## src/rtl/epc_stack.sv

```systemverilog
// Exception-return PC stack: nested {pc, cause} entries for exception entry/eret,
// with a combinational top-of-stack read and sticky overflow/underflow debug flags.
module epc_stack #(
    parameter int  WIDTH   = 32,
    parameter int  DEPTH   = 4,
    parameter int  CAUSE_W = 5,
    localparam int CNT_W   = $clog2(DEPTH + 1)
) (
    input  logic               clk,
    input  logic               reset,
    input  logic               push,
    input  logic [WIDTH-1:0]   push_pc,
    input  logic [CAUSE_W-1:0] push_cause,
    input  logic               pop,
    input  logic               wr_top,
    input  logic [WIDTH-1:0]   wr_data,
    input  logic               clr_err,
    output logic [WIDTH-1:0]   top_pc,
    output logic [CAUSE_W-1:0] top_cause,
    output logic [CNT_W-1:0]   level,
    output logic               empty,
    output logic               full,
    output logic               in_handler,
    output logic               overflow,
    output logic               underflow
);

    localparam int IDX_W = $clog2(DEPTH);

    logic [WIDTH-1:0]   pc_mem    [DEPTH];
    logic [CAUSE_W-1:0] cause_mem [DEPTH];

    logic [CNT_W-1:0]   level_nxt;
    logic [IDX_W-1:0]   top_idx;
    logic [IDX_W-1:0]   w_idx;
    logic [WIDTH-1:0]   w_pc;
    logic [CAUSE_W-1:0] w_cause;
    logic               pc_we;
    logic               cause_we;
    logic               ovf_set;
    logic               unf_set;

    assign empty      = (level == '0);
    assign full       = (level == CNT_W'(DEPTH));
    assign in_handler = ~empty;
    assign top_idx    = IDX_W'(level - CNT_W'(1));

    // NOTE: every signal gets a default before the case so no path leaves one unassigned (no latches).
    always_comb begin
        level_nxt = level;
        w_idx     = top_idx;
        w_pc      = push_pc;
        w_cause   = push_cause;
        pc_we     = 1'b0;
        cause_we  = 1'b0;
        ovf_set   = 1'b0;
        unf_set   = 1'b0;
        case ({push, pop})
            2'b10: begin
                if (!full) begin
                    pc_we     = 1'b1;
                    cause_we  = 1'b1;
                    w_idx     = IDX_W'(level);
                    level_nxt = level + CNT_W'(1);
                end else begin
                    ovf_set = 1'b1;
                end
            end
            2'b01: begin
                if (!empty) level_nxt = level - CNT_W'(1);
                else        unf_set   = 1'b1;
            end
            2'b11: begin
                // eret followed by a new exception: replace the top in place
                pc_we    = 1'b1;
                cause_we = 1'b1;
                if (empty) begin
                    w_idx     = '0;
                    level_nxt = CNT_W'(1);
                    unf_set   = 1'b1;
                end
            end
            default: begin
                if (wr_top && !empty) begin
                    pc_we = 1'b1;
                    w_pc  = wr_data;
                end
            end
        endcase
    end

    // NOTE: sequential state uses non-blocking assignments so all registers update from pre-edge values.
    always_ff @(posedge clk or negedge reset) begin
        if (!reset) begin
            level     <= '0;
            overflow  <= 1'b0;
            underflow <= 1'b0;
        end else begin
            level     <= level_nxt;
            overflow  <= ovf_set | (overflow  & ~clr_err);
            underflow <= unf_set | (underflow & ~clr_err);
        end
    end

    // NOTE: the entry array is not reset; stale entries are never visible because outputs are masked when empty.
    always_ff @(posedge clk) begin
        if (pc_we)    pc_mem[w_idx]    <= w_pc;
        if (cause_we) cause_mem[w_idx] <= w_cause;
    end

    assign top_pc    = empty ? '0 : pc_mem[top_idx];
    assign top_cause = empty ? '0 : cause_mem[top_idx];

endmodule

```

## config.mk

```make
export PLATFORM = sky130hd
export DESIGN_NAME = epc_stack
export DESIGN_NICKNAME = d
export VERILOG_FILES = /design/src/rtl/epc_stack.sv
export SDC_FILE = /design/constraint.sdc
export NUM_CORES = 1
export LEC_CHECK = 0
export ABC_AREA = 1
export BUFFER_PORTS_ARGS = -buffer_cell sky130_fd_sc_hd__buf_2
export CAP_MARGIN = 20
export CORE_AREA = 3 3 112 114
export DETAILED_ROUTE_END_ITERATION = 10
export DIE_AREA = 0 0 115 117
export PLACE_DENSITY = 0.8
export SLEW_MARGIN = 30
export SYNTH_ARGS = -nofsm -noshare
export SYNTH_HDL_FRONTEND = slang
export SYNTH_SLANG_ARGS = --single-unit
```

## constraint.sdc

```tcl
create_clock -name clk -period 6.6 [get_ports clk]
set_input_delay 0.66 -clock clk [delete_from_list [all_inputs] [get_ports clk]]
set_output_delay 0.66 -clock clk [all_outputs]
set_load 0.1 [all_outputs]
```

==> results of run 1 <==
-- metrics by stage --
stage | worst slack, ns | utilization | area [um^2]
floorplan | 1.43 | - | 6630
global placement | 2.22 | 0.630 | 7260
detailed placement | 2.15 | 0.638 | 7340
CTS | 1.66 | 0.688 | 7920
global route | 1.44 | 0.688 | 7920
finish | 1.73 | 0.688 | 7920
-- path summary, 6_finish.rpt --
| path | startpoint | to | slack (ns) |
|---|---|---|---|
| max | level[0]$_DFFE_PN0P_ | top_pc[13] | 1.73 |
| min | reset | level[1]$_DFFE_PN0P_ | 0.04 |
| max reg2reg | level[0]$_DFFE_PN0P_ | pc_mem[1][5]$_DFFE_PP_ | 2.63 |
| min reg2reg | underflow$_DFF_PN0_ | underflow$_DFF_PN0_ | 0.53 |
| max in group asynchronous | reset | level[0]$_DFFE_PN0P_ | 6.41 |
| min in group clk | clr_err | underflow$_DFF_PN0_ | 0.45 |
-- per-layer routing --
metal,wire [um],track usage,vias to the layer above
met5,0,0,-
met4,236,0.0743,0
met3,1010,0.0643,25
met2,7670,0.398,184
met1,6290,0.296,2297
li1,-,-,2329
-- worst reg2reg max path: cells and delay by family (launching register included) --
kind | cells | cell delay, ns
buffers and inverters | 4 | 1.44
and+or+nand+nor | 3 | 0.97
adders and majority gates | 1 | 0.85
DFF | 1 | 0.40
-- area by class of cell --
cell class,instances,share of cell area
Sequential cell,153,0.577
Multi-Input combinational cell,412,0.229
Clock inverter,15,0.0191
Tap cell,143,0.0226
Timing Repair Buffer,126,0.0894
Inverter,18,0.00853
Clock buffer,17,0.0537
-- Yosys cell counts (2+ instances only) --
cell type | instances | area, um^2
nor3_1 | 2 | 10.0
edfxtp_1 | 148 | 4440
o21ai_0 | 81 | 405
buf_2 | 15 | 75.1
nand3_1 | 9 | 45.0
nor2_1 | 158 | 593
a21oi_1 | 38 | 190
inv_1 | 12 | 45.0
buf_6 | 4 | 45.0
inv_2 | 5 | 18.8
nand3_2 | 2 | 20.0
ha_1 | 3 | 37.5
buf_4 | 5 | 37.5
dfrtp_1 | 5 | 125
clkbuf_1 | 10 | 37.5
nand2_1 | 112 | 420
-- cell families after synthesis --
kind of cell | count (synthesis)
and+or+nand+nor | 287
DFF | 153
AOI/OAI and AO/OA | 121
buffers and inverters | 54
adders and majority gates | 3
xor gates and xnor gates | 1
-- cells in the final DEF, fill, tap and decap left out, types with 2 or more instances in the layout --
cell        instances
nor2_1            155
edfxtp_1          148
buf_2             119
nand2_1           112
o21ai_0            81
a21oi_1            38
clkbuf_16          17
inv_1              12
nand3_1             9
inv_2               5
clkinvlp_4          5
clkinv_1            4
dfrtp_1             4
buf_4               4
nor2_4              3
buf_16              3
nand3_2             2
ha_1                2
bufinv_16           2
inv_6               2
-- sequential cells by signal, summed over array words and instances (netlist names) --
name / flops
underflow: 1
overflow: 1
level: 3
pc_mem: 128
cause_mem: 20
==> impl_results.rst, run 1 <==
.. list-table::
   :header-rows: 1

   * - Metric
     - Value
   * - Clock slew seen by the registers of the worst setup and hold paths
     - 0.06 ns
   * - Die area
     - 0.0135 mm^2
   * - Post-synthesis xor/xnor area fraction
     - 0.00132
   * - Crit path arrival time
     - 4.21 ns
   * - Normalized max-slew margin
     - 0.432
   * - Post-CTS setup buffers
     - 0
   * - Pin count of the biggest net entering global routing
     - 80
   * - Clock sink total
     - 153
   * - Top-level I/O count
     - 120
   * - Syn_area_per_cell
     - approximately 11 um^2
   * - CTS tree
     - yes
   * - Final hold vios
     - 0
   * - Top cell family by delay on the critical path
     - buffers and inverters
   * - Cell mode on critical path
     - buf_4
   * - GRT Util Overall
     - 0.234
   * - Count of mapped cells out of synthesis
     - 619
   * - Synthesized Nets
     - 697
   * - Wire length of the first global-routing pass
     - 23.6 mm
   * - Ys flop type
     - edfxtp_1
   * - Area used by multi-input combinational logic
     - 0.00182 mm^2
   * - Main combinational cell family by area after synthesis
     - simple AND/OR/NAND/NOR gates
   * - Routed WL
     - about 15 mm
   * - Area taken by flip-flops and latches
     - 0.00457 mm^2
   * - Detailed placer's ending HPWL
     - 9.02 mm
   * - Largest driver fanout on the critical path
     - 79
   * - Warnings, synthesis
     - 0
   * - Final non-filler cell total
     - about 880
   * - Flip-flop and latch count after synthesis
     - 153
   * - Post-layout net count
     - between 800 and 900
   * - Fmax
     - 0.205 GHz
   * - CTS-repair resized insts
     - 0
   * - Port-buffer cells
     - 119
   * - Antenna violations before repair
     - 0
   * - Adder-cell area share of the yosys netlist
     - 0.00566
   * - Number of pins with negative max-slew slack in the final report
     - 0
   * - Hold_buf cts
     - 0
   * - Required time at the endpoint of the critical path
     - 5.94 ns
   * - Max Buffers Root-to-Sink
     - 2
   * - Nature of the critical path startpoint
     - flip-flop
   * - Setup Viol. Count Final
     - 0
   * - Synth unique cells
     - 26
   * - Iter 0 DRT Violations
     - 475
   * - Compound-gate portion of the synthesized area
     - 0.0921
   * - Setup_tns
     - 0 ns
   * - Cell depth of the worst flop-to-flop path
     - 8
   * - Cell-by-cell listing of the critical path
     - inv_2 > buf_4 > ha_2 > inv_1 > buf_4 > nor2_1 > o21ai_0 > a21oi_1 > buf_2
   * - Average via count per standard cell
     - 5.47
   * - Die W
     - 115 um
   * - Overflow left after global routing
     - 0
   * - Post-layout min period
     - 4.87 ns
   * - Synth Cell Area
     - between 0.006 and 0.007 mm^2
   * - Remaining DRCs
     - 0
   * - Synth-to-layout area growth
     - 19.5%
   * - Category of the worst setup path capture point
     - output pin
   * - Die H
     - 117 um
   * - H-tree level count
     - 4
   * - Critical path depth
     - 9
   * - Final Wtd Congestion
     - 0.778
   * - Number of clock buffers inserted by TritonCTS
     - 17
   * - Worst hold slack
     - about 0.043 ns
   * - Sequential-to-total area share from yosys stat
     - 0.689
   * - Basic-gate share of the synthesized area counting and, or, nand and nor cells
     - 0.170
   * - Number of max-cap violations
     - 0
   * - Class of the most critical setup path
     - flip-flop to output pin
   * - Layout cell share with drive strength beyond 1
     - 0.233
   * - Transition at the pin with the smallest max-transition slack
     - 0.852 ns
   * - Clock skew after layout
     - roughly 0.0044 ns
   * - Share of cell area taken by muxes after synthesis
     - 0
   * - Worst Path Buf+Inv
     - 5
   * - Number of detailed-route iterations in the first pass
     - 4
   * - Filler cell count in the final layout
     - 833
   * - Critical Path Max Stage Delay
     - ~0.83 ns
   * - Routed Antenna Nets
     - 0
   * - Number of rows created at floorplan
     - 39
   * - Worst Hold Class
     - input port to asynchronous set/reset pin
   * - Vias after detailed routing
     - 4835
   * - Routed length per instance
     - between 15 and 20 um
   * - Count of flip-flops with a built-in enable after synthesis
     - around 150
   * - Clk_lat worst skew
     - about 0.42 ns
   * - Cell total after placement
     - 852
   * - Unrepaired setup endpoints after global routing
     - false
   * - Post-route clock period utilization
     - 0.738
   * - Root buffer selected by CTS
     - clkbuf_16
   * - Ant. Diodes
     - 0
   * - Starting density of the core
     - 0.576
   * - Worst path slowest cell
     - ha_2
   * - Vias in the first global route
     - roughly 4700
   * - Async set-reset flop share out of synthesis
     - 0.0327
   * - Placeable Area
     - 0.0115 mm^2
   * - Result of the run
     - finished clean
Power of run 1 is left out: the tool's default activity adds up to more than one toggle a clock period on the data nets, which glitch-free logic cannot reach.
==> run 2, diff against run 1 <==
--- a/config.mk
+++ b/config.mk
@@ -8,10 +8,10 @@
 export ABC_AREA = 1
 export BUFFER_PORTS_ARGS = -buffer_cell sky130_fd_sc_hd__buf_2
 export CAP_MARGIN = 20
-export CORE_AREA = 3 3 112 114
+export CORE_AREA = 3 3 113 115
 export DETAILED_ROUTE_END_ITERATION = 10
-export DIE_AREA = 0 0 115 117
-export PLACE_DENSITY = 0.8
+export DIE_AREA = 0 0 116 118
+export PLACE_DENSITY = 0.79
 export SLEW_MARGIN = 30
 export SYNTH_ARGS = -nofsm -noshare
 export SYNTH_HDL_FRONTEND = slang
==> constraint.sdc (replaced) <==
create_clock -name clk -period 4.9 [get_ports clk]
set_input_delay 0.49 -clock clk [delete_from_list [all_inputs] [get_ports clk]]
set_output_delay 0.49 -clock clk [all_outputs]
set_load 0.1 [all_outputs]
==> run 2 against run 1 <==
Effect of this change:
- cell area up 0.49%
- wire length down 2.1%
- via count up 0.48%
- register-to-register slack worse by 0.96 ns
- hold slack better by 0.24 ns
- first-iteration DRC count up 20%
- die area up 1.7%
- final cell count up 0.68%
- sequential cell count unchanged
- setup slack worse by 0.76 ns
- utilization down 2.0 points
- critical endpoint is now top_pc[1]
- highest routed layer unchanged
==> impl_results.rst, run 2 (synthesis gave the netlist of run 1 again) <==
.. list-table::
   :header-rows: 1

   * - Metric
     - Value
   * - Clock slew seen by the registers of the worst setup and hold paths
     - 0.06 ns (about the same)
   * - Clock skew after layout
     - 0.00659 ns (was 0.00441 ns)
   * - CTS tree
     - yes (unchanged)
   * - Clock sink total
     - 153 (unchanged)
   * - Largest driver fanout on the critical path
     - 42 (was 79)
   * - Max Buffers Root-to-Sink
     - 2 (unchanged)
   * - Launching point of the worst reg2reg path
     - level[0]$_DFFE_PN0P_ (unchanged)
   * - CTS-repair resized insts
     - 0 (unchanged)
   * - Antenna violations before repair
     - 0 (unchanged)
   * - Worst setup path startpoint
     - level[0]$_DFFE_PN0P_ (unchanged)
   * - Result of the run
     - finished clean (unchanged)
   * - Number of pins with negative max-slew slack in the final report
     - 0 (unchanged)
   * - Root buffer selected by CTS
     - clkbuf_16 (unchanged)
   * - Placeable Area
     - 0.0119 mm^2 (was 0.0115 mm^2)
   * - Port-buffer cells
     - 119 (unchanged)
   * - Class of the most critical setup path
     - flip-flop to output pin (unchanged)
   * - Transition at the pin with the smallest max-transition slack
     - 0.823 ns (was 0.852 ns)
   * - Category of the worst setup path capture point
     - output pin (unchanged)
   * - Pin count of the biggest net entering global routing
     - 79 (was 80)
   * - Required time at the endpoint of the critical path
     - 4.41 ns (was 5.94 ns)
   * - Post-layout min period
     - roughly 4 ns
   * - Die H
     - 118 um (was 117 um)
   * - Leading cell type in the layout, fill and taps excluded
     - nor2_1 (unchanged)
   * - Layout cell share with drive strength beyond 1
     - 0.233 (about the same)
   * - Number of rows created at floorplan
     - 40 (was 39)
   * - H-tree level count
     - 4 (unchanged)
   * - Synth-to-layout area growth
     - 20.1% (was 19.5%)
   * - Final non-filler cell total
     - 890 (was 884)
   * - Normalized max-slew margin
     - 0.447 (was 0.432)
   * - Setup Viol. Count Final
     - 0 (unchanged)
   * - Nature of the critical path startpoint
     - flip-flop (unchanged)
   * - Filler cell count in the final layout
     - 889 (was 833)
   * - Starting density of the core
     - 0.556 (was 0.576)
   * - Remaining DRCs
     - 0 (unchanged)
   * - Clk_lat worst skew
     - 0.42 ns (about the same)
   * - Vias after detailed routing
     - 4858 (was 4835)
   * - Startpoint of the most critical hold path
     - clr_err
   * - Worst hold slack
     - 0.288 ns (was 0.0432 ns)
   * - Die W
     - 116 um (was 115 um)
   * - Design Area, Final
     - 0.00796 mm^2 (was 0.00792 mm^2)
   * - Wire length of the first global-routing pass
     - 23.5 mm (was 23.6 mm)
   * - Detailed placer's ending HPWL
     - 9.05 mm (was 9.02 mm)
   * - Crit path arrival time
     - 3.45 ns (was 4.21 ns)
   * - Post-route clock period utilization
     - 0.803
   * - Iter 0 DRT Violations
     - 568 (was 475)
   * - Top-level I/O count
     - 120 (unchanged)
   * - Vias in the first global route
     - 4770 (was 4711)
   * - GRT Util Overall
     - 0.224 (was 0.234)
   * - Area taken by flip-flops and latches
     - 0.00457 mm^2 (unchanged)
   * - Number of clock buffers inserted by TritonCTS
     - 17 (unchanged)
   * - Routed WL
     - 14.9 mm (was 15.2 mm)
   * - Unrepaired setup endpoints after global routing
     - false (unchanged)
   * - Setup_tns
     - 0 ns (unchanged)
   * - Final Wtd Congestion
     - 0.831 (was 0.778)
   * - Routed Antenna Nets
     - 0 (unchanged)
   * - Routed length per instance
     - 16.7 um (was 17.2 um)
   * - Die area
     - 0.0137 mm^2 (was 0.0135 mm^2)
   * - Area used by multi-input combinational logic
     - 0.00182 mm^2 (about the same)
   * - Post-layout net count
     - 809 (was 806)
   * - Regs by FF count
     - pc_mem x128, cause_mem x20, level x3 (unchanged)
   * - Average via count per standard cell
     - 5.46 (was 5.47)
   * - Ant. Diodes
     - 0 (unchanged)
   * - Max reg flops
     - 128 (unchanged)
   * - Worst Hold Class
     - input port to flip-flop (was input port to asynchronous set/reset pin)
   * - Post-CTS setup buffers
     - 0 (unchanged)
   * - Number of detailed-route iterations in the first pass
     - 5 (was 4)
   * - Overflow left after global routing
     - 0 (unchanged)
   * - Final hold vios
     - 0 (unchanged)
   * - Fmax
     - ~0.25 GHz
   * - Most flop-heavy register
     - pc_mem (unchanged)
   * - Top library cells by usage in the layout, fill and taps aside
     - nor2_1, edfxtp_1, buf_2 (unchanged)
   * - Cell total after placement
     - 857 (was 852)
   * - Number of max-cap violations
     - 0 (unchanged)
   * - Placed standard-cell area
     - 0.00737 mm^2 (was 0.00734 mm^2)
==> run 2: worst paths after layout <==
path	endpoint	slack, ns	cells after the start
min	overflow$_DFF_PN0_	0.29	2
min reg2reg	overflow$_DFF_PN0_	0.53	2
min in group asynchronous	level[0]$_DFFE_PN0P_	0.44	2
max in group asynchronous	level[0]$_DFFE_PN0P_	4.32	2
max reg2reg	pc_mem[3][7]$_DFFE_PP_	1.67	8
max	top_pc[1]	0.96	9
==> run 2: area by class of cell <==
type	count	share of cell area
Tap cell	147	0.0231
Timing Repair Buffer	129	0.0950
Inverter	18	0.00849
Clock inverter	11	0.0154
Sequential cell	153	0.574
Clock buffer	20	0.0549
Multi-Input combinational cell	412	0.229
==> run 2: worst max-delay path, stage by stage (launching register included) <==
cell,delay [ns]
dfrtp_2,0.86
inv_2,0.07
ha_1,0.30
buf_4,0.39
inv_1,0.11
buf_4,0.30
nor2_1,0.14
o21ai_0,0.10
a21oi_1,0.26
buf_2,0.48
==> run 2: metrics by stage <==
stage	setup slack, ns	utilization
after detailed placement	1.41	0.619
after global placement	1.53	0.612
after floorplan	-0.103	-
after CTS	0.953	0.667
after global routing	0.657	0.668
final	0.963	0.668
==> run 2: repair_timing <==
action | 4_1_cts | 5_1_grt
setup endpoints to repair | 0 | 0
hold buffers | 1 | 0
hold endpoints to repair | 5 | 0
==> run 2: layer usage <==
layer | global-route usage | up-vias | routed length (um)
met5 | 0 | - | 0
met4 | 0.0761 | 0 | 207
met3 | 0.0622 | 21 | 1100
met2 | 0.353 | 217 | 7320
met1 | 0.301 | 2291 | 6250
li1 | - | 2329 | -
Power of run 2 is left out for the same reason.
